===== src/rtl/lpc_io_target_if.sv =====
// LPC bus signals between the host (master) and the I/O target (slave).
interface lpc_io_target_if;
  logic       LFrame_n;
  logic [3:0] LadIn;
  logic [3:0] LadOut;
  logic       LadOe;

  modport master (
    output LFrame_n,
    output LadIn,
    input  LadOut,
    input  LadOe
  );

  modport slave (
    input  LFrame_n,
    input  LadIn,
    output LadOut,
    output LadOe
  );
endinterface


===== src/rtl/lpc_io_target.sv =====
// LPC I/O-cycle target front end for the CPLD register file (32-byte window at BASE_ADDR).
// Define LPC_IO_WRITE_EN to decode I/O write cycles; otherwise only reads are served.
module lpc_io_target #(
  parameter logic [15:0] BASE_ADDR = 16'h0700
) (
  input  logic           LpcClock,
  input  logic           PciReset,
  lpc_io_target_if.slave lpc,
  output logic [7:0]     AddrReg,
  input  logic [7:0]     DataRd,
  output logic [7:0]     WrData,
  output logic           WrStrobe
);

  typedef enum logic [3:0] {
    IDLE,
    START,
    CYCTYPE,
    ADDR,
`ifdef LPC_IO_WRITE_EN
    WDATA0,
    WDATA1,
`endif
    HTAR0,
    HTAR1,
    SYNC,
    RDATA0,
    RDATA1,
    PTAR0,
    PTAR1
  } state_t;

  state_t      r_state;
  state_t      w_next;
  logic [1:0]  r_cnt;
  logic [11:0] r_addr;
  logic [7:0]  r_hold;
  logic [3:0]  r_LadOut;
  logic        r_LadOe;
  logic [7:0]  r_AddrReg;
  logic [15:0] w_addr;
  logic        w_hit;
  logic        w_start;
  logic        w_load_addr;
  logic        w_is_write;

  assign w_addr  = {r_addr, lpc.LadIn};
  assign w_hit   = (w_addr[15:5] == BASE_ADDR[15:5]);
  assign w_start = !lpc.LFrame_n && (lpc.LadIn == 4'h0);

`ifdef LPC_IO_WRITE_EN
  logic       r_write;
  logic [3:0] r_wlo;
  logic [7:0] r_wdata;
  logic [7:0] r_WrData;
  logic       r_WrStrobe;

  assign w_is_write = r_write;
  assign WrData     = r_WrData;
  assign WrStrobe   = r_WrStrobe;
`else
  assign w_is_write = 1'b0;
  assign WrData     = '0;
  assign WrStrobe   = 1'b0;
`endif

  assign lpc.LadOut = r_LadOut;
  assign lpc.LadOe  = r_LadOe;
  assign AddrReg    = r_AddrReg;

  // The cycle type is decoded while START sees LFrame_n high; the CYCTYPE state
  // then takes the first address nibble so the address still ends at T5.
  always_comb begin
    w_next      = r_state;
    w_load_addr = 1'b0;
    if ((r_state != IDLE) && (r_state != START) && !lpc.LFrame_n) begin
      w_next = w_start ? START : IDLE;
    end else begin
      case (r_state)
        IDLE:    if (w_start) w_next = START;
        START: begin
          if (lpc.LFrame_n) begin
            if (lpc.LadIn[3:1] == 3'b000)
              w_next = CYCTYPE;
`ifdef LPC_IO_WRITE_EN
            else if (lpc.LadIn[3:1] == 3'b001)
              w_next = CYCTYPE;
`endif
            else
              w_next = IDLE;
          end else if (!w_start) begin
            w_next = IDLE;
          end
        end
        CYCTYPE: w_next = ADDR;
        ADDR: begin
          if (r_cnt == 2'd3) begin
            if (!w_hit) begin
              w_next = IDLE;
            end else begin
              w_load_addr = 1'b1;
`ifdef LPC_IO_WRITE_EN
              w_next = r_write ? WDATA0 : HTAR0;
`else
              w_next = HTAR0;
`endif
            end
          end
        end
`ifdef LPC_IO_WRITE_EN
        WDATA0:  w_next = WDATA1;
        WDATA1:  w_next = HTAR0;
`endif
        HTAR0:   w_next = HTAR1;
        HTAR1:   w_next = SYNC;
        SYNC:    w_next = w_is_write ? PTAR0 : RDATA0;
        RDATA0:  w_next = RDATA1;
        RDATA1:  w_next = PTAR0;
        PTAR0:   w_next = PTAR1;
        PTAR1:   w_next = w_start ? START : IDLE;
        default: w_next = IDLE;
      endcase
    end
  end

  always_ff @(posedge LpcClock or negedge PciReset) begin
    if (!PciReset) begin
      r_state <= IDLE;
    end else begin
      r_state <= w_next;
    end
  end

  always_ff @(posedge LpcClock or negedge PciReset) begin
    if (!PciReset) begin
      r_cnt  <= '0;
      r_addr <= '0;
      r_hold <= '0;
    end else begin
      if (r_state == CYCTYPE) begin
        r_cnt  <= 2'd1;
        r_addr <= {r_addr[7:0], lpc.LadIn};
      end else if (r_state == ADDR) begin
        r_cnt  <= r_cnt + 2'd1;
        r_addr <= {r_addr[7:0], lpc.LadIn};
      end
      if (r_state == SYNC) r_hold <= DataRd;
    end
  end

  // Outputs are registered from the next state so they line up with that state's clock;
  // the low data nibble is taken straight from DataRd on the same edge that fills r_hold.
  always_ff @(posedge LpcClock or negedge PciReset) begin
    if (!PciReset) begin
      r_LadOut  <= '1;
      r_LadOe   <= 1'b0;
      r_AddrReg <= '0;
    end else begin
      r_LadOe <= (w_next == SYNC) || (w_next == RDATA0) ||
                 (w_next == RDATA1) || (w_next == PTAR0);
      case (w_next)
        SYNC:    r_LadOut <= 4'h0;
        RDATA0:  r_LadOut <= DataRd[3:0];
        RDATA1:  r_LadOut <= r_hold[7:4];
        default: r_LadOut <= 4'hF;
      endcase
      if (w_load_addr) r_AddrReg <= {3'b000, w_addr[4:0]};
    end
  end

`ifdef LPC_IO_WRITE_EN
  always_ff @(posedge LpcClock or negedge PciReset) begin
    if (!PciReset) begin
      r_write    <= 1'b0;
      r_wlo      <= '0;
      r_wdata    <= '0;
      r_WrData   <= '0;
      r_WrStrobe <= 1'b0;
    end else begin
      if ((r_state == START) && lpc.LFrame_n) r_write <= (lpc.LadIn[3:1] == 3'b001);
      if (r_state == WDATA0) r_wlo <= lpc.LadIn;
      if (r_state == WDATA1) r_wdata <= {lpc.LadIn, r_wlo};
      r_WrStrobe <= (w_next == SYNC) && r_write;
      if ((w_next == SYNC) && r_write) r_WrData <= r_wdata;
    end
  end
`endif

endmodule


===== src/flat_wrapper.sv =====
// flat-port wrapper written by rule: the top's interface ports become plain ports
module lpc_io_target_flat 
#(
  parameter logic [15:0] BASE_ADDR = 16'h0700
)
  (LpcClock, PciReset, AddrReg, DataRd, WrData, WrStrobe, lpc_LFrame_n, lpc_LadIn, lpc_LadOut, lpc_LadOe);
  lpc_io_target_if lpc_i ();
  input  logic LpcClock;
  input  logic PciReset;
  output logic [7:0] AddrReg;
  input  logic [7:0] DataRd;
  output logic [7:0] WrData;
  output logic WrStrobe;
  input wire logic [$bits(lpc_i.LFrame_n)-1:0] lpc_LFrame_n;
  input wire logic [$bits(lpc_i.LadIn)-1:0] lpc_LadIn;
  output wire logic [$bits(lpc_i.LadOut)-1:0] lpc_LadOut;
  output wire logic [$bits(lpc_i.LadOe)-1:0] lpc_LadOe;
  assign lpc_i.LFrame_n = lpc_LFrame_n;
  assign lpc_i.LadIn = lpc_LadIn;
  assign lpc_LadOut = lpc_i.LadOut;
  assign lpc_LadOe = lpc_i.LadOe;
  lpc_io_target #(.BASE_ADDR(BASE_ADDR)) u_core (.LpcClock(LpcClock), .PciReset(PciReset), .lpc(lpc_i), .AddrReg(AddrReg), .DataRd(DataRd), .WrData(WrData), .WrStrobe(WrStrobe));
endmodule

===== config.mk =====
export PLATFORM = sky130hd
export DESIGN_NAME = lpc_io_target_flat
export DESIGN_NICKNAME = d
export VERILOG_FILES = /design/src/rtl/lpc_io_target_if.sv /design/src/rtl/lpc_io_target.sv /design/src/flat_wrapper.sv
export SDC_FILE = /design/constraint.sdc
export NUM_CORES = 1
export LEC_CHECK = 0
export ABC_AREA = 1
export BUFFER_PORTS_ARGS = -buffer_cell sky130_fd_sc_hd__buf_2
export CAP_MARGIN = 20
export CORE_MARGIN = 2
export CORE_UTILIZATION = 40
export CTS_CLUSTER_DIAMETER = 30
export DETAILED_ROUTE_END_ITERATION = 8
export GPL_ROUTABILITY_DRIVEN = 1
export GPL_TIMING_DRIVEN = 0
export PLACE_DENSITY_LB_ADDON = 0.08
export SYNTH_ARGS = -nofsm -noshare
export SYNTH_HDL_FRONTEND = slang
export SYNTH_SLANG_ARGS = --single-unit

===== constraint.sdc =====
create_clock -name LpcClock -period 1.5 [get_ports LpcClock]
set_clock_uncertainty 0.15 [all_clocks]
set_input_delay 0.075 -clock LpcClock [delete_from_list [all_inputs] [get_ports LpcClock]]
set_output_delay 0.075 -clock LpcClock [all_outputs]
set_load 0.02 [all_outputs]

# Word-level counts from Yosys, hierarchy flattened

Cells that the tools add are included.

Flip-flop bits (word level): 36
Bits in latches: 0
Bits in writable memories: 0
Bits in read-only memories: 0
Bits of input ports: 15
Output and inout port bits: 22
Word-level logic and storage cells: 55
Memories: 0

Add/sub/neg operators: 1
Multiply operators: 0
Divide/modulo/power cells: 0
Magnitude comparators: 0
Equality and inequality tests: 17
Shift operators: 0
Mux-type cells: 18
Bitwise logic cells: 0
Reduce and logical (&&, ||, !) cells: 12

Operators with widths:

| cell                                                                    | count |
|---|---|
| 4-bit one-hot mux with 11 select lines                                  | 1 |
| 4-bit by 3-bit == test with 1-bit output, second input constant         | 6 |
| 12-bit two-way mux                                                      | 2 |
| 4-bit == test, second input constant                                    | 5 |
| 4-bit two-way mux                                                       | 5 |
| 4-bit one-hot mux with 3 select lines                                   | 1 |
| 11-bit by 6-bit == test with 1-bit output, second input constant        | 1 |
| 4-bit by 2-bit == test with 1-bit output, second input constant         | 2 |
| 4-bit zero test                                                         | 2 |
| 2-bit two-way mux                                                       | 3 |
| 1-bit two-way mux                                                       | 5 |
| 4-bit by 1-bit == test with 1-bit output, second input constant         | 1 |
| 4-bit by 1-bit inequality test with 1-bit output, second input constant | 1 |
| 4-bit nonzero test                                                      | 1 |
| 1-bit logical AND                                                       | 3 |
| 3-bit zero test                                                         | 1 |
| 1-bit logical OR                                                        | 3 |
| 3-bit two-way mux                                                       | 1 |
| 2-bit by 1-bit adder with 2-bit output, second input constant           | 1 |
| 2-bit == test, second input constant                                    | 1 |
| 2-bit nonzero test                                                      | 1 |
| 1-bit zero test                                                         | 1 |

# Logic depth before layout (Yosys ltp)

Depth after elaboration: 10
Gate-level depth with buffers: 11
Depth with buffers taken out: 11

# Worst setup path after synthesis

Ideal clock, no wire load.

Path type: reg-to-reg
From: register u_core.r_cnt[0]
To: register u_core.r_LadOut[0] (netlist: u_core.lpc.LadOut[0])
Library setup time: 0.083 ns
Data arrival time: 1.266 ns
Data required time: 1.267 ns
Setup slack: 0.001 ns
Stages on the path, launching flop included: 12
Cell sequence: dfrtp_1 -> ha_1 -> inv_1 -> nand3_1 -> nand2_1 -> nor2_1 -> nand2_1 -> nand2_2 -> nor2_4 -> inv_2 -> nand2_2 -> nand3_1

Longest elaborated chain between the ends: 6
Elaborated cells on any way between the ends: 8
Classes of those cells: eq/ne: 4; mux: 4

RTL lines:

| element                                                                   | line                 | text |
|---|---|---|
| start, declared                                                           | lpc_io_target.sv:35  | `logic [1:0] r_cnt;` |
| start signal, assigned                                                    | lpc_io_target.sv:144 | `r_cnt <= r_cnt + 2'd1;` |
| 2-bit == test (*)                                                         | lpc_io_target.sv:97  | `if (r_cnt == 2'd3) begin` |
| 4-bit two-way mux (*)                                                     | lpc_io_target.sv:97  |  |
| 4-bit one-hot mux with 11 select lines (*)                                | lpc_io_target.sv:79  | `case (r_state)` |
| 4-bit two-way mux (*)                                                     | lpc_io_target.sv:76  | `if ((r_state != IDLE) && (r_state != START) && !lpc.LFrame_n) begin` |
| 4-bit == test or 4-bit by 3-bit == test with 1-bit output (tied branches) | lpc_io_target.sv:161 | `case (w_next)` |
| 4-bit one-hot mux with 3 select lines (*)                                 | lpc_io_target.sv:161 |  |
| end signal, assigned                                                      | lpc_io_target.sv:163 | `RDATA0: r_LadOut <= DataRd[3:0];` |
| end signal, assigned                                                      | lpc_io_target.sv:164 | `RDATA1: r_LadOut <= r_hold[7:4];` |
| end, declared                                                             | lpc_io_target.sv:38  | `logic [3:0] r_LadOut;` |

Mark *: on every way between the ends. The rest lies on a longest branch, timed or not.
A chain may end at the register's enable or synchronous reset.

# Worst setup path after layout

From: register u_core.r_state[1]
To: register u_core.r_LadOut[2] (netlist: u_core.lpc.LadOut[2])

Longest elaborated chain between the ends: 6
Elaborated cells on any way between the ends: 25
Classes of those cells: eq/ne: 14; mux: 7; reduce/logical: 4

RTL lines:

| element                                                                     | line                                     | text |
|---|---|---|
| start, declared                                                             | lpc_io_target.sv:33                      | `state_t r_state;` |
| start signal, assigned                                                      | lpc_io_target.sv:130                     | `r_state <= w_next;` |
| 4-bit two-way mux (tied with other cells)                                   | lpc_io_target.sv:91                      | `end else if (!w_start) begin` |
| 4-bit two-way mux or 1-bit logical AND (tied branches)                      | lpc_io_target.sv:82, lpc_io_target.sv:76 |  |
| 4-bit one-hot mux with 11 select lines or 1-bit logical AND (tied branches) | lpc_io_target.sv:79, lpc_io_target.sv:76 |  |
| 4-bit two-way mux (*)                                                       | lpc_io_target.sv:76                      |  |
| 4-bit == test or 4-bit by 3-bit == test with 1-bit output (tied branches)   | lpc_io_target.sv:161                     |  |
| 4-bit one-hot mux with 3 select lines (*)                                   | lpc_io_target.sv:161                     |  |

Marked as above.

==> qor.txt <==
=================================================================================================
Result of the run                                                                    finished, violations left
Violations in the final reports                                                      negative setup slack
Top-level port count                                                                           37
Critical Setup Path Class                                                            flop to flop
Design Area, Final                                                                   0.00224 sq mm
Kind of cell adding the most delay to the critical path                                flip-flops
Design Power                                                                              2.48 mW
Synthesis warning total                                                                         0
Combinational share of power                                                                0.262
Global placer's final weighted congestion                                                   0.848
WP data arrival                                                                           1.76 ns
Instance area at placement                                                           0.00180 sq mm
Antenna violations before repair                                                                0
Required time of the worst setup path                                                     1.56 ns
Final sum of negative setup slack                                                        -1.49 ns
H-tree level count                                                                              2
Final hold violation count                                                                      0
Count of buffers from port buffering                                                           24
Detail-routed via count per cell                                                             4.67
FILL cells                                                                                    342
Share of total power consumed by net switching                                              0.324
Global route total overflow                                                                     0
IR drop worst, VDD                                                                         500 uV
Power per unit of standard cell area                                                 1110 mW/mm^2
Final antenna-violating net count                                                               0
DRC violation count after routing                                                               0
Cells after Synth                                                                             188
Slowest cell delay on critical path                                                       0.47 ns
Internal power contribution                                                               1.68 mW
Antenna Cells                                                                                   0
Total GRT Usage                                                                             0.180
Setup repair after global routing missed its margin                                          true
Number of distinct library cell variants in the gate-level netlist after synthesis             24
Least-Margin Pin Slew                                                                    0.712 ns
Number of global-route vias before repair                                                   1,303
Global-route wire length before repair                                                    5840 um
Total vias in the final route                                                               1,414
Count of final setup violators                                                                 11
Row cnt                                                                                        22
Final Max Tran Viols                                                                            0
Setup crit start kind                                                                        flop
Path type of the worst min-delay path                                                primary input to flop
TritonCTS clock tree                                                                        built
P_sw                                                                                     0.803 mW
Type of element capturing the critical path                                                  flop
Maximum number of pins on one net before global-route repair                                   33
Overall die height                                                                        66.7 um
Core footprint                                                                       0.00372 sq mm
Number of iterations in the first detailed-routing pass                                         4
Total standard cell area after synthesis                                             0.00157 sq mm
Worst Path Max Fanout                                                                           7
Share of cells above drive strength 1                                                       0.439
Commonest non-fill, non-tap cells in the layout                                      nand2_1 (43), buf_2 (24), dfrtp_1 (24), buf_4 (23)
Skew-Pair Late Insertion Delay                                                            0.28 ns
Average instance area after synthesis                                                  8.37 sq um
Width of the chip                                                                         66.7 um
Share of synthesized area occupied by flip-flops and latches                                0.512
Most frequent standard cell in the layout excluding fill and tap cells                    nand2_1
Post-layout minimum cycle time                                                            1.70 ns
Leakage power summed over all cells                                                       1.12 nW
Post-detailed-route wirelength per cell                                                   12.3 um
Highest clock frequency the design can meet                                               589 MHz
Number of nets in the layout                                                                  270
Starting utilization of the core area                                                       0.424
CTS Sinks                                                                                      32
Share of the cycle needed by the critical path after routing                                 1.13
CTS root buffer                                                                          clkbuf_8
P&R area growth vs syn                                                                      42.6%
Seq pwr share                                                                               0.468
Max-cap viol count                                                                              0
Detailed Route WL                                                                         3730 um
Cell-by-cell listing of the critical path                                            buf_6 > o21ai_4 > buf_4 > nand2_2 > nor2_4 > inv_2 > nand2_4 > nand3_2
Setup slack of the critical path after layout                                           -0.198 ns
Number of synthesized register bits                                                            32
Clock Path Buffers                                                                              2
Share of power burned in the clock network                                                  0.270
Relative slew slack                                                                         0.525
Starting DRC count in detailed routing                                                         43
Sum of net half-perimeters after detailed placement                                       2300 um
CTS buffer count                                                                                5
Clock Pin Slew Worst Setup and Hold Paths                                                 0.06 ns
Die area                                                                             0.00445 sq mm
Crit path max-delay cell type                                                             dfrtp_2
Crit path buffers/inverters                                                                     3
=================================================================================================
[metrics by stage]
stage          utilization  cells  hold slack [ns]  worst slack, ns
3_3_place_gp         0.483    271          0.00435           -0.219
6_report             0.604    303            0.113           -0.198
5_1_grt              0.604    303            0.123           -0.310
4_1_cts              0.570    299           0.0674           -0.167
2_1_floorplan            -    199           -0.371          0.00116
3_5_place_dp         0.483    271           0.0127           -0.240
[tightest hold or removal path: cells and delay by family]
| family | cells | cell delay [ns] |
|---|---|---|
| AO/OA/AOI/OAI | 1 | 0.13 |
| buffers and inverters | 3 | 0.22 |
| AND/OR/NAND/NOR | 1 | 0.09 |
[area by class of cell]
class / count / area, sq um / share of cell area
plain buffers: 14 / 105 / 0.0468
clock buffers: 6 / 82.6 / 0.0368
clock inverters: 2 / 10.0 / 0.00446
inverters: 24 / 97.6 / 0.0435
multi-input cells: 128 / 731 / 0.326
flip-flops and latches: 32 / 811 / 0.361
well taps: 48 / 60.1 / 0.0268
repair buffers: 49 / 348 / 0.155
[sequential cells by signal, indices dropped and copies added, names as in the netlist]
signal / count
u_core.r_hold: 4
u_core.AddrReg: 5
u_core.lpc.LadOe: 1
u_core.r_addr: 12
u_core.lpc.LadOut: 4
u_core.r_state: 4
u_core.r_cnt: 2
[path summary, 6_finish.rpt]
path	start	end	slack (ns)	cells after the start
setup reg to reg	u_core.r_state[1]	u_core.lpc.LadOut[2]	-0.20	8
min in group asynchronous	PciReset	u_core.r_addr[7]	0.23	2
hold reg to reg	u_core.r_addr[9]	u_core.r_addr[9]	0.33	2
hold / removal	lpc_LFrame_n	u_core.r_state[1]	0.11	5
max in group asynchronous	PciReset	u_core.r_state[2]	0.46	2
setup / recovery	u_core.r_state[1]	u_core.lpc.LadOut[2]	-0.20	8
[layer usage]
layer,GRT usage,share of wire
met5,0,0
met4,0.0689,0.020
met3,0.0608,0.053
met2,0.283,0.50
met1,0.229,0.42
[cells by family (layout without fill, tap and decap cells)]
| kind of cell | Yosys count | after routing | synth area share |
|---|---|---|---|
| buffers and inverters | 39 | 95 | 0.122 |
| AOI/OAI and AO/OA | 20 | 20 | 0.0692 |
| muxes | 4 | 4 | 0.0286 |
| and+or+nand+nor | 91 | 91 | 0.258 |
| DFF | 32 | 32 | 0.512 |
| other | 1 | 12 | 0.00238 |
| adders and majority gates | 1 | 1 | 0.00795 |
[power groups by stage]
stage	Sequential, mW	Clock, mW	Combinational [mW]
2_1_floorplan	1.14	0	0.382
3_5_place_dp	1.17	0	0.507
6_report	1.16	0.671	0.650
3_3_place_gp	1.16	0	0.486
4_1_cts	1.15	0.689	0.589
5_1_grt	1.18	0.742	0.737
[timing repair]
action                                  CTS  global route
hold endpoints to repair                 44             0
endpoints found under the setup margin   24            28
buffers inserted                          8             4
resized for setup                        14            34
pin swaps                                 9            10
hold buffers                             13             0
[synthesized netlist by cell type]
library cell  count  area share
a21oi_1           2      0.0064
a32o_1            1      0.0064
buf_2             1      0.0032
buf_4            12       0.057
clkbuf_1          2      0.0048
conb_1            1      0.0024
dfrtp_1          28        0.45
dfstp_2           4       0.067
ha_1              1      0.0079
inv_1            18       0.043
inv_2             6       0.014
mux2_2            4       0.029
nand2_1          50        0.12
nand2_2           5       0.020
nand3_1          14       0.045
nand3b_1          1      0.0048
nand4_1           6       0.024
nor2_1           11       0.026
nor2_2            2      0.0079
nor2_4            1      0.0072
o21ai_0           6       0.019
o21ai_1          10       0.032
o21ai_2           1      0.0056
or2_0             1      0.0040
No activity file was read; power rests on OpenSTA's default activity.
